## src/rtl/multilane_rx_buffer_if.sv

```systemverilog
// multilane_rx_buffer_if: per-lane serial input, pop request and FIFO status bundle
interface multilane_rx_buffer_if #(
  parameter int LANES = 2,
  parameter int DATA_SIZE = 8
);
  logic [LANES-1:0] in, read, valid, active, almost_full, empty, error;
  logic [LANES*DATA_SIZE-1:0] out;
  modport master (output in, read, input out, valid, active, almost_full, empty, error);
  modport slave (input in, read, output out, valid, active, almost_full, empty, error);
endinterface

```

## src/rtl/multilane_rx_buffer.sv

```systemverilog
// multilane_rx_buffer: per-lane deserialiser with comma lock, comma stripping and FIFO
module multilane_rx_buffer #(
  parameter int LANES = 2,
  parameter int DATA_SIZE = 8,
  parameter int ADDR_SIZE = 2,
  parameter logic [DATA_SIZE-1:0] COMMA = 8'hBC,
  parameter int ACTIVE_COUNT = 4,
  parameter int AF_MARGIN = 1
) (
  input logic clk8f,
  input logic reset,
  multilane_rx_buffer_if.slave b
);
  localparam int DEPTH = 2 ** ADDR_SIZE;
  localparam int BW = $clog2(DATA_SIZE);
  localparam int CW = $clog2(ACTIVE_COUNT + 1);
  localparam logic [ADDR_SIZE:0] FULL_CNT = (ADDR_SIZE + 1)'(DEPTH);
  localparam logic [ADDR_SIZE:0] AF_TH = (ADDR_SIZE + 1)'(DEPTH - AF_MARGIN);
  typedef enum logic {SEARCH, ACTIVE} state_e;
  logic [BW-1:0] bitcnt_q, bitcnt_d;
  logic wc;
  logic [DATA_SIZE-1:0] out_q [LANES];
  logic valid_q [LANES];
  logic err_q [LANES];
  state_e state_q [LANES];
  logic [ADDR_SIZE:0] wr_q [LANES];
  logic [ADDR_SIZE:0] rd_q [LANES];
  // one bit counter serves all lanes since every byte boundary is fixed by reset
  always_comb begin
    wc = bitcnt_q == BW'(DATA_SIZE - 1);
    bitcnt_d = wc ? '0 : bitcnt_q + 1'b1;
  end
  // bit counter register
  always_ff @(posedge clk8f) bitcnt_q <= reset ? '0 : bitcnt_d;
  // drive outputs; status flags come straight from the registered pointers
  always_comb begin
    for (int k = 0; k < LANES; k++) begin
      b.out[k*DATA_SIZE +: DATA_SIZE] = out_q[k];
      b.valid[k] = valid_q[k];
      b.error[k] = err_q[k];
      b.active[k] = state_q[k] == ACTIVE;
      b.empty[k] = wr_q[k] == rd_q[k];
      b.almost_full[k] = (wr_q[k] - rd_q[k]) >= AF_TH;
    end
  end
  for (genvar i = 0; i < LANES; i++) begin : g_lane
    logic [DATA_SIZE-2:0] shift_q;
    logic [DATA_SIZE-1:0] shift_d, out_d;
    logic [DATA_SIZE-1:0] mem_q [DEPTH];
    logic [DATA_SIZE-1:0] mem_d [DEPTH];
    logic [ADDR_SIZE:0] wr_d, rd_d, count;
    logic [CW-1:0] ccnt_q, ccnt_d;
    state_e state_d;
    logic valid_d, err_d, comma, push_req, push, pop, full, lock;
    // assemble the word, track comma lock and decide push/pop for this edge
    always_comb begin
      shift_d = {shift_q, b.in[i]};
      comma = shift_d == COMMA;
      count = wr_q[i] - rd_q[i];
      full = count == FULL_CNT;
      push_req = wc && state_q[i] == ACTIVE && !comma;
      pop = b.read[i] && count != '0;
      push = push_req && (!full || pop);
      lock = wc && state_q[i] == SEARCH && comma && (ccnt_q + 1'b1) == CW'(ACTIVE_COUNT);
      ccnt_d = (wc && state_q[i] == SEARCH) ? (comma ? ccnt_q + 1'b1 : '0) : ccnt_q;
      state_d = lock ? ACTIVE : state_q[i];
      wr_d = push ? wr_q[i] + 1'b1 : wr_q[i];
      rd_d = pop ? rd_q[i] + 1'b1 : rd_q[i];
      mem_d = mem_q;
      if (push) mem_d[wr_q[i][ADDR_SIZE-1:0]] = shift_d;
      out_d = pop ? mem_q[rd_q[i][ADDR_SIZE-1:0]] : out_q[i];
      valid_d = pop;
      err_d = err_q[i] | (push_req & full & !pop) | (b.read[i] & (count == '0));
    end
    // lane registers; storage needs no reset because the pointers define its contents
    always_ff @(posedge clk8f) begin
      mem_q <= mem_d;
      if (reset) begin
        shift_q <= '0;
        ccnt_q <= '0;
        state_q[i] <= SEARCH;
        wr_q[i] <= '0;
        rd_q[i] <= '0;
        out_q[i] <= '0;
        valid_q[i] <= 1'b0;
        err_q[i] <= 1'b0;
      end else begin
        shift_q <= shift_d[DATA_SIZE-2:0];
        ccnt_q <= ccnt_d;
        state_q[i] <= state_d;
        wr_q[i] <= wr_d;
        rd_q[i] <= rd_d;
        out_q[i] <= out_d;
        valid_q[i] <= valid_d;
        err_q[i] <= err_d;
      end
    end
  end
endmodule

```

## src/flat_wrapper.sv

```systemverilog
// flat-port wrapper written by rule: the top's interface ports become plain ports
module multilane_rx_buffer_flat 
#(
  parameter int LANES = 2,
  parameter int DATA_SIZE = 8,
  parameter int ADDR_SIZE = 2,
  parameter logic [DATA_SIZE-1:0] COMMA = 8'hBC,
  parameter int ACTIVE_COUNT = 4,
  parameter int AF_MARGIN = 1
)
  (clk8f, reset, b_in, b_read, b_out, b_valid, b_active, b_almost_full, b_empty, b_error);
  multilane_rx_buffer_if #(.LANES(LANES), .DATA_SIZE(DATA_SIZE)) b_i ();
  input logic clk8f;
  input logic reset;
  input wire logic [$bits(b_i.in)-1:0] b_in;
  input wire logic [$bits(b_i.read)-1:0] b_read;
  output wire logic [$bits(b_i.out)-1:0] b_out;
  output wire logic [$bits(b_i.valid)-1:0] b_valid;
  output wire logic [$bits(b_i.active)-1:0] b_active;
  output wire logic [$bits(b_i.almost_full)-1:0] b_almost_full;
  output wire logic [$bits(b_i.empty)-1:0] b_empty;
  output wire logic [$bits(b_i.error)-1:0] b_error;
  assign b_i.in = b_in;
  assign b_i.read = b_read;
  assign b_out = b_i.out;
  assign b_valid = b_i.valid;
  assign b_active = b_i.active;
  assign b_almost_full = b_i.almost_full;
  assign b_empty = b_i.empty;
  assign b_error = b_i.error;
  multilane_rx_buffer #(.LANES(LANES), .DATA_SIZE(DATA_SIZE), .ADDR_SIZE(ADDR_SIZE), .COMMA(COMMA), .ACTIVE_COUNT(ACTIVE_COUNT), .AF_MARGIN(AF_MARGIN)) u_core (.clk8f(clk8f), .reset(reset), .b(b_i));
endmodule
```

## config.mk

```make
export PLATFORM = sky130hd
export DESIGN_NAME = multilane_rx_buffer_flat
export DESIGN_NICKNAME = d
export VERILOG_FILES = /design/src/rtl/multilane_rx_buffer_if.sv /design/src/rtl/multilane_rx_buffer.sv /design/src/flat_wrapper.sv
export SDC_FILE = /design/constraint.sdc
export NUM_CORES = 1
export LEC_CHECK = 0
export CAP_MARGIN = 20
export CORE_UTILIZATION = 45
export CTS_CLUSTER_SIZE = 40
export DETAILED_ROUTE_END_ITERATION = 6
export DONT_BUFFER_PORTS = 1
export MAX_ROUTING_LAYER = met4
export SYNTH_ARGS = -nofsm -noshare
export SYNTH_HDL_FRONTEND = slang
export SYNTH_SLANG_ARGS = --single-unit
```

## constraint.sdc

```tcl
create_clock -name clk8f -period 7.3 [get_ports clk8f]
set_clock_uncertainty 0.1 [all_clocks]
set_input_delay 1.46 -clock clk8f [delete_from_list [all_inputs] [get_ports clk8f]]
set_output_delay 1.46 -clock clk8f [all_outputs]
set_load 0.02 [all_outputs]
```

==> run summary, run 1 <==
SYNTH
------------------------------------------------------------------------------
Yosys warning count                                                          0
Yosys top cell by area                                            sky130_fd_sc_hd__edfxtp_1
Number of nets in the synthesized netlist                                  365
Most used flip-flop cell after synthesis                          sky130_fd_sc_hd__edfxtp_1
Commonest cells post-synth                                        sky130_fd_sc_hd__edfxtp_1, sky130_fd_sc_hd__dfxtp_1, sky130_fd_sc_hd__nor2_1
FFs w/ async S/R, synth                                                      0
Most instantiated library cell after synthesis                    sky130_fd_sc_hd__edfxtp_1
Top cells by area, synth                                          sky130_fd_sc_hd__edfxtp_1, sky130_fd_sc_hd__dfxtp_1, sky130_fd_sc_hd__mux4_2, sky130_fd_sc_hd__ha_1, sky130_fd_sc_hd__mux2i_1
Proportion of netlist area held by the largest area contributor          0.392
Number of enable-type register cells in the synthesized netlist             64
Cell count after synthesis                                                 337
Sequential element share of the synthesized area                         0.625
Mean cell area of the mapped netlist                                 14.5 um^2
Count of different cell masters after synthesis                             35
Post-synthesis sequential element count                                    121
Post-Synthesis Cell Area                                          0.00490 mm^2

FINAL LAYOUT
------------------------------------------------------------------------------
Layout Area Growth over Synthesis                                        13.6%
Post-route core utilization                                              0.532
Share of post-route cells with drive strength above 1                    0.157
Fillers                                                                    885
Antenna diodes                                                               0
Nets@finish                                                                365
Final design instance area without fill                           0.00557 mm^2

STA
------------------------------------------------------------------------------
Final number of max-transition violations                                    0
Hold Slack                                                              337 ps
Number of failing hold endpoints at the final stage                          0
Total setup violations reported at the end of the flow                       0
Tightest slew margin relative to the limit                               0.489
Fin Setup TNS                                                             0 ps
Final cycle utilization of the critical path                             0.590
Peak clock frequency supported by timing                               232 MHz
Transition time at the pin with the least slew margin                   766 ps
Final critical path time including I/O delays and setup                4310 ps
Unrepaired setup endpoints after global routing                          false

FLOORPLAN
------------------------------------------------------------------------------
Placeable core region                                              0.0105 mm^2
Standard-cell row count                                                     37
Total I/O pin count                                                         32
Die area                                                           0.0113 mm^2
Starting density of the core                                             0.468
Die outline height                                                      106 um
Die extent in x                                                         106 um

PLACEMENT
------------------------------------------------------------------------------
Routability-driven placement congestion ratio                            0.816
Instance area at placement                                        0.00497 mm^2
DP HPWL                                                                5020 um
Port Buffer Count                                                            0

SETUP PATH
------------------------------------------------------------------------------
Kind of start point of the critical path                              register
CP Capture Type                                                     output pin
Required time reported for the critical path endpoint                  5740 ps
Category of the most critical setup path                               reg2out
Arr. time, crit path                                                   2750 ps
Register-to-register setup slack                                       4060 ps
Crit-path max FO                                                            11

DRT
------------------------------------------------------------------------------
Total Routed Length                                                    7790 um
First-pass detailed-route iteration total                                    4
Remaining antenna violation count after routing                              0
Iter 0 DRT Violations                                                      142
Avg Vias per Cell                                                         5.06
Drt drc                                                                      0
Via total after detailed routing                                          2457
Routed WL per cell                                                     16.0 um

POWER AND IR DROP
------------------------------------------------------------------------------
Peak supply drop                                                    0.000169 V
Areal power density over the cells                                 346 mW/mm^2
Total power consumption of the routed design                           1920 uW
Static leakage                                                      0.00192 uW

CLOCK NETWORK
------------------------------------------------------------------------------
Post-CTS resize count                                                        0
Post-CTS Setup Repair Bufs                                                   0
TritonCTS buffer count                                                      17
Clock latency on the worst-skew pair                                    500 ps
CTS HTree Levels                                                             4
Clock transition at the registers of the reported paths                  60 ps
Hold_buf cts                                                                 0
Clock Path Buffers                                                           2
Buffer type at the clock tree root                                sky130_fd_sc_hd__clkbuf_8
Clock Sinks                                                                121
CTS tree                                                                  done

STATUS
------------------------------------------------------------------------------
Result of the run                                                    completed

GLOBAL ROUTING
------------------------------------------------------------------------------
Largest net degree at the start of global routing                           64
Via count of the first global-routing pass                                2528
Overflow after GRT                                                           0
Combined global-route utilization of all metal layers                    0.160
Wire length of the first global-routing pass                          13000 um
Antenna violations before repair                                             0

JOB
------------------------------------------------------------------------------
Maximum capacitance violations                                               0

MIN PATH
------------------------------------------------------------------------------
Type of the tightest min-delay check                                   reg2reg

==> cell type report <==
| class | count | area (um^2) | area share |
|---|---|---|---|
| clock buffer | 19 | 422 | 0.0757 |
| clock inverter | 13 | 178 | 0.0319 |
| inverter | 12 | 45.0 | 0.00809 |
| multi-input combinational | 185 | 1690 | 0.303 |
| sequential | 121 | 3060 | 0.550 |
| tap | 136 | 170 | 0.0306 |
==> power breakdown <==
part	internal, uW	switching (uW)	total, uW
Combinational	117	116	233
Sequential	757	97.6	855
Clock	551	285	836
Total	1430	499	1920
==> registers in the layout (all words and copies together) (netlist names) <==
name                   cells
u_core.g_lane.mem_q       64
u_core.out_q              16
u_core.g_lane.shift_q     14
u_core.g_lane.ccnt_q       6
u_core.rd_q                6
u_core.wr_q                6
u_core.bitcnt_q            3
u_core.err_q               2
u_core.state_q             2
u_core.valid_q             2
==> stage by stage <==
stage                     setup slack (ps)  cells
after global routing                  2790    486
final                                 2990    486
after global placement                3480    454
after CTS                             2920    486
after detailed placement              3490    454
after floorplan                       3980    337
==> cell usage in the layout (no fill, tap or decap), types with 3 or more instances in the layout <==
cell type                     n
sky130_fd_sc_hd__dfxtp_1     57
sky130_fd_sc_hd__nor2_1      36
sky130_fd_sc_hd__nor2b_1     18
sky130_fd_sc_hd__xnor2_1      4
sky130_fd_sc_hd__nand2_1      8
sky130_fd_sc_hd__mux2i_1     22
sky130_fd_sc_hd__ha_1        20
sky130_fd_sc_hd__inv_1       12
sky130_fd_sc_hd__edfxtp_1    64
sky130_fd_sc_hd__and2_1       6
sky130_fd_sc_hd__clkbuf_16   16
sky130_fd_sc_hd__nor3_1       3
sky130_fd_sc_hd__clkinvlp_4   4
sky130_fd_sc_hd__a21oi_1      8
sky130_fd_sc_hd__nand2b_1     8
sky130_fd_sc_hd__mux2_1       4
sky130_fd_sc_hd__clkinv_2     3
sky130_fd_sc_hd__bufinv_16    4
sky130_fd_sc_hd__mux4_2      16
==> cell families after synthesis <==
kind of cell	share of synthesized area
xor+xnor	0.0209
mux	0.128
fa+ha+maj	0.0592
flops	0.625
buf+inv	0.0304
compound gates	0.0199
simple gates	0.117
==> path summary, 6_finish.rpt <==
path	start	end	cells after the start
max	u_core.rd_q[1][0]	b_almost_full[1]	5
min	u_core.bitcnt_q[0]	u_core.bitcnt_q[0]	1
max reg2reg	u_core.rd_q[1][0]	u_core.g_lane[1].mem_q[26]	7
min reg2reg	u_core.bitcnt_q[0]	u_core.bitcnt_q[0]	1
==> critical path: stages (launching register included) <==
cell and delay, ps:
sky130_fd_sc_hd__dfxtp_1 810, sky130_fd_sc_hd__ha_1 270, sky130_fd_sc_hd__inv_1 60, sky130_fd_sc_hd__fa_1 560
sky130_fd_sc_hd__inv_1 40, sky130_fd_sc_hd__o21ai_0 510
==> per-layer routing <==
layer  vias up  track usage  share of wire
li1       1208            -              -
met1      1205        0.205           0.49
met2        36        0.237           0.46
met3         8       0.0435          0.038
met4         0       0.0744          0.011
met5         -            -              0
Note: power is estimated with default switching activity, not from simulation.
==> inputs of run 2 (changes only) <==
- clock period: 7.3 -> 3.62 ns (I/O delays scaled with it)
==> run 2 against run 1 <==
  * Sequential power increased by 96%
  * Die area unchanged
  * First-iteration DRC count increased by 12%
  * Global-route usage is 1.1 points higher
  * Routed wire length grew 5.8%
  * Utilization decreased by 0.072 points
  * Total power increased by 98%
  * Flip-flop and latch count is the same
  * Via count increased by 2.6%
  * Combinational power is 140% higher
  * Largest power group unchanged
  * Highest routed layer unchanged
==> run summary, run 2 (synthesis gave the netlist of run 1 again) <==
SETUP PATH
--------------------------------------------------------------------------
Crit-path max FO                                                        11
Family with the most delay on the worst path                    flip-flops
Arr. time, crit path                                               2380 ps
Critical Path Max Stage Delay                                       650 ps
Required time reported for the critical path endpoint              2800 ps
Critical path cell sequence                                   inv_1, fa_1, xor3_2, o21ai_0, buf_4
CP bufs+invs                                                             2
Kind of start point of the critical path                          register
Category of the most critical setup path                           reg2out
CP Capture Type                                                 output pin
Cell with the biggest individual delay on the critical path   sky130_fd_sc_hd__dfxtp_1

STA
--------------------------------------------------------------------------
Total setup violations reported at the end of the flow                   0
Transition time at the pin with the least slew margin               773 ps
Final cycle utilization of the critical path                         0.885
Final number of max-transition violations                                0
Unrepaired setup endpoints after global routing                      false
Fin Setup TNS                                                         0 ps
Final critical path time including I/O delays and setup            3200 ps
Peak clock frequency supported by timing                           312 MHz
Number of failing hold endpoints at the final stage                      0
Tightest slew margin relative to the limit                           0.483

CLOCK NETWORK
--------------------------------------------------------------------------
TritonCTS buffer count                                                  17
Post-CTS Setup Repair Bufs                                               0
Clock Sinks                                                            121
Clock latency on the worst-skew pair                                510 ps
Buffer type at the clock tree root                            sky130_fd_sc_hd__clkbuf_8
CTS tree                                                              done
Clock transition at the registers of the reported paths              60 ps
Post-CTS resize count                                                    0
Clock Path Buffers                                                       2
CTS HTree Levels                                                         4
Hold_buf cts                                                             0

GLOBAL ROUTING
--------------------------------------------------------------------------
Combined global-route utilization of all metal layers                0.170
Antenna violations before repair                                         0
Wire length of the first global-routing pass                      13700 um
Via count of the first global-routing pass                            2637
Overflow after GRT                                                       0
Largest net degree at the start of global routing                       64

DRT
--------------------------------------------------------------------------
Via total after detailed routing                                      2522
Total Routed Length                                                8240 um
First-pass detailed-route iteration total                                4
Iter 0 DRT Violations                                                  159
Avg Vias per Cell                                                     5.14
Routed WL per cell                                                 16.8 um
Remaining antenna violation count after routing                          0
Drt drc                                                                  0

FLOORPLAN
--------------------------------------------------------------------------
Die extent in x                                                     106 um
Die outline height                                                  106 um
Starting density of the core                                         0.468
Total I/O pin count                                                     32
Placeable core region                                          0.0105 mm^2
Die area                                                       0.0113 mm^2
Standard-cell row count                                                 37

POWER AND IR DROP
--------------------------------------------------------------------------
Areal power density over the cells                             684 mW/mm^2
Peak supply drop                                                0.000303 V
Static leakage                                                  0.00194 uW

JOB
--------------------------------------------------------------------------
Maximum capacitance violations                                           0

FINAL LAYOUT
--------------------------------------------------------------------------
Share of post-route cells with drive strength above 1                0.163
Most common cell after layout, fill and taps aside            sky130_fd_sc_hd__edfxtp_1
Layout Area Growth over Synthesis                                    13.4%
Nets@finish                                                            370
Register with the highest flop count                          u_core.g_lane.mem_q
Commonest non-fill, non-tap cells in the layout               sky130_fd_sc_hd__edfxtp_1, sky130_fd_sc_hd__dfxtp_1, sky130_fd_sc_hd__nor2_1
Max FFs per register                                                    64
Leading registers by flop count                               u_core.g_lane.mem_q x64, u_core.out_q x16, u_core.g_lane.shift_q x14
Final design instance area without fill                       0.00556 mm^2
Antenna diodes                                                           0

PLACEMENT
--------------------------------------------------------------------------
Instance area at placement                                    0.00500 mm^2
Routability-driven placement congestion ratio                        0.730
DP HPWL                                                            5340 um
Port Buffer Count                                                        0

STATUS
--------------------------------------------------------------------------
Result of the run                                                completed

MIN PATH
--------------------------------------------------------------------------
Type of the tightest min-delay check                                in2reg

## run 2: path summary, 6_finish.rpt
path	from	end	slack, ps	cells past startpoint
hold reg to reg	u_core.bitcnt_q[0]	u_core.bitcnt_q[0]	320	1
setup / recovery	u_core.rd_q[1][1]	b_almost_full[1]	420	5
hold / removal	reset	u_core.g_lane[0].ccnt_q[2]	180	1
setup reg to reg	u_core.rd_q[1][1]	u_core.wr_q[1][2]	690	6
## run 2: per-layer routing
layer  vias to the layer above  GRT usage  share of wire
li1                       1219          -              -
met1                      1239      0.221           0.48
met2                        51      0.248           0.46
met3                        13     0.0497          0.044
met4                         0     0.0764          0.016
met5                         -          -              0
## run 2: layout make-up
class / instances / area, um^2
Clock inverter: 10 / 101
Multi-Input combinational cell: 185 / 1690
Fill cell: 887 / 4900
Sequential cell: 121 / 3060
Inverter: 12 / 45.0
Clock buffer: 22 / 453
Timing Repair Buffer: 5 / 37.5
Tap cell: 136 / 170
## run 2: per-stage QoR
step                      cells  setup WS [ps]  hold WS (ps)  utilization  total power [uW]
after global routing        491            348           159        0.531              3970
final                       491            416           175        0.531              3800
after global placement      459            797           309        0.478              2250
after floorplan             337           1030           304            -              2180
after detailed placement    459            686           319        0.478              2270
after CTS                   491            403           168        0.531              3840
## run 2: power breakdown
part	internal, uW	leakage (uW)	total [uW]	switching (uW)
Combinational	264	0.000706	557	293
Sequential	1530	0.000957	1680	149
Clock	1000	0.000277	1570	563
Total	2800	0.00194	3800	1010
==> inputs of run 3 (changes only) <==
- CORE_MARGIN: default -> 2
==> run 3 against run 2 <==
  * Design area hardly changed
  * Highest routed layer unchanged
  * Register-to-register slack better by 160 ps
  * Flip-flop and latch count stayed put
  * Critical path type unchanged
  * Critical endpoint unchanged
==> run summary, run 3 (synthesis gave the netlist of run 1 again) <==
STATUS
--------------------------------------------------------------------------
Result of the run                                                completed

STA
--------------------------------------------------------------------------
Number of failing hold endpoints at the final stage                      0
Final critical path time including I/O delays and setup            3080 ps
Total setup violations reported at the end of the flow                   0
Tightest slew margin relative to the limit                           0.499
Unrepaired setup endpoints after global routing                      false
Final number of max-transition violations                                0
Peak clock frequency supported by timing                           325 MHz
Transition time at the pin with the least slew margin               748 ps
Final cycle utilization of the critical path                         0.851
Fin Setup TNS                                                         0 ps

CLOCK NETWORK
--------------------------------------------------------------------------
CTS HTree Levels                                                         4
TritonCTS buffer count                                                  17
Post-CTS resize count                                                    0
Hold_buf cts                                                             0
Clock latency on the worst-skew pair                                510 ps
CTS tree                                                              done
Post-CTS Setup Repair Bufs                                               0
Clock transition at the registers of the reported paths              60 ps
Clock Sinks                                                            121
Buffer type at the clock tree root                            sky130_fd_sc_hd__clkbuf_8
Clock Path Buffers                                                       2

DRT
--------------------------------------------------------------------------
Routed WL per cell                                                 16.0 um
Remaining antenna violation count after routing                          0
Iter 0 DRT Violations                                                  145
Total Routed Length                                                7930 um
First-pass detailed-route iteration total                                4
Via total after detailed routing                                      2462
Avg Vias per Cell                                                     4.97
Drt drc                                                                  0

GLOBAL ROUTING
--------------------------------------------------------------------------
Overflow after GRT                                                       0
Wire length of the first global-routing pass                      13200 um
Via count of the first global-routing pass                            2502
Antenna violations before repair                                         0
Combined global-route utilization of all metal layers                0.160
Largest net degree at the start of global routing                       64

MIN PATH
--------------------------------------------------------------------------
Worst hold path stage count                                              1
Type of the tightest min-delay check                                in2reg

PLACEMENT
--------------------------------------------------------------------------
DP HPWL                                                            5410 um
Instance area at placement                                    0.00501 mm^2
Port Buffer Count                                                        0
Routability-driven placement congestion ratio                        0.720

POWER AND IR DROP
--------------------------------------------------------------------------
Peak supply drop                                                0.000265 V
Static leakage                                                  0.00192 uW
Areal power density over the cells                             671 mW/mm^2

FINAL LAYOUT
--------------------------------------------------------------------------
Leading registers by flop count                               u_core.g_lane.mem_q x64, u_core.out_q x16, u_core.g_lane.shift_q x14
Max FFs per register                                                    64
Share of post-route cells with drive strength above 1                0.175
Fillers                                                                926
Final design instance area without fill                       0.00556 mm^2
Nets@finish                                                            370
Antenna diodes                                                           0
Register with the highest flop count                          u_core.g_lane.mem_q
Layout Area Growth over Synthesis                                    13.4%
Most common cell after layout, fill and taps aside            sky130_fd_sc_hd__edfxtp_1
Commonest non-fill, non-tap cells in the layout               sky130_fd_sc_hd__edfxtp_1, sky130_fd_sc_hd__dfxtp_1, sky130_fd_sc_hd__nor2_1

SETUP PATH
--------------------------------------------------------------------------
Cell with the biggest individual delay on the critical path   sky130_fd_sc_hd__dfxtp_1
Family with the most delay on the worst path                    flip-flops
Category of the most critical setup path                           reg2out
Critical register-to-register path endpoint                   u_core.wr_q[0][2]
Reg-to-Reg Start                                              u_core.wr_q[0][0]
CP bufs+invs                                                             2
CP Capture Type                                                 output pin
Crit-path max FO                                                        11
Kind of start point of the critical path                          register
Cell depth of the worst setup path                                       5
Arr. time, crit path                                               2260 ps
Cell count of the worst reg-to-reg path                                  8
Critical path cell sequence                                   inv_1, fa_1, xor3_2, o21ai_0, buf_4
Critical Path Max Stage Delay                                       600 ps
CP startpoint                                                 u_core.rd_q[1][1]
Register-to-register setup slack                                    850 ps
Worst Setup EP                                                b_almost_full[1]
Required time reported for the critical path endpoint              2800 ps

FLOORPLAN
--------------------------------------------------------------------------
Die extent in x                                                     108 um
Standard-cell row count                                                 38
Total I/O pin count                                                     32
Placeable core region                                          0.0107 mm^2
Die area                                                       0.0117 mm^2
Die outline height                                                  108 um
Starting density of the core                                         0.456

JOB
--------------------------------------------------------------------------
Maximum capacitance violations                                           0

run 3: cell count changes in the layout (fill, tap and decap cells not counted):
cell | previous run | this run
sky130_fd_sc_hd__clkbuf_1 | 3 | 0
sky130_fd_sc_hd__bufinv_16 | 2 | 1
sky130_fd_sc_hd__clkinv_4 | 1 | 0
sky130_fd_sc_hd__clkinvlp_4 | 0 | 6
sky130_fd_sc_hd__clkinv_1 | 2 | 1
run 3: how the worst min path moves through the flow:
stage	startpoint	endpoint	slack (ps)
2_1_floorplan	u_core.bitcnt_q[0]	u_core.bitcnt_q[0]	300
3_3_place_gp	u_core.bitcnt_q[0]	u_core.bitcnt_q[0]	310
3_5_place_dp	u_core.bitcnt_q[0]	u_core.bitcnt_q[0]	310
4_1_cts	reset	u_core.g_lane[0].ccnt_q[2]	160
5_1_grt	reset	u_core.g_lane[0].ccnt_q[2]	150
6_report	reset	u_core.g_lane[0].ccnt_q[2]	170
run 3: cell type report:
cell class	count	area (um^2)	area share
Multi-Input combinational cell	185	1690	0.304
Timing Repair Buffer	5	37.5	0.00676
Inverter	12	45.0	0.00811
Tap cell	140	175	0.0315
Clock buffer	19	442	0.0795
Sequential cell	121	3060	0.551
Clock inverter	13	104	0.0187
run 3: power by group:
| part | switching (uW) | internal [uW] |
|---|---|---|
| clock network | 572 | 934 |
| registers | 152 | 1530 |
| logic | 282 | 262 |
run 3: metrics by stage:
step                cells  utilization  total power (uW)  hold WS [ps]  setup WS, ps
finish                495        0.517              3730           175           540
global route          495        0.517              3910           148           406
CTS                   495        0.517              3770           161           502
detailed placement    463        0.466              2270           314           835
global placement      463        0.466              2250           309           872
floorplan             337            -              2180           304          1030
run 3: worst register-to-register path, cell delays in order, from the launching register on:
cell and delay (ps):
sky130_fd_sc_hd__dfxtp_1 340, sky130_fd_sc_hd__inv_1 120, sky130_fd_sc_hd__ha_1 160, sky130_fd_sc_hd__inv_1 50, sky130_fd_sc_hd__fa_1 550, sky130_fd_sc_hd__nor2b_1 80
sky130_fd_sc_hd__nor3b_4 170, sky130_fd_sc_hd__nor4b_4 700, sky130_fd_sc_hd__mux2_1 380
run 3: layer usage:
metal,part of all wire,wire length [um],track usage
met5,0,0,-
met4,0.016,125,0.0714
met3,0.051,407,0.0555
met2,0.46,3680,0.231
met1,0.47,3720,0.205
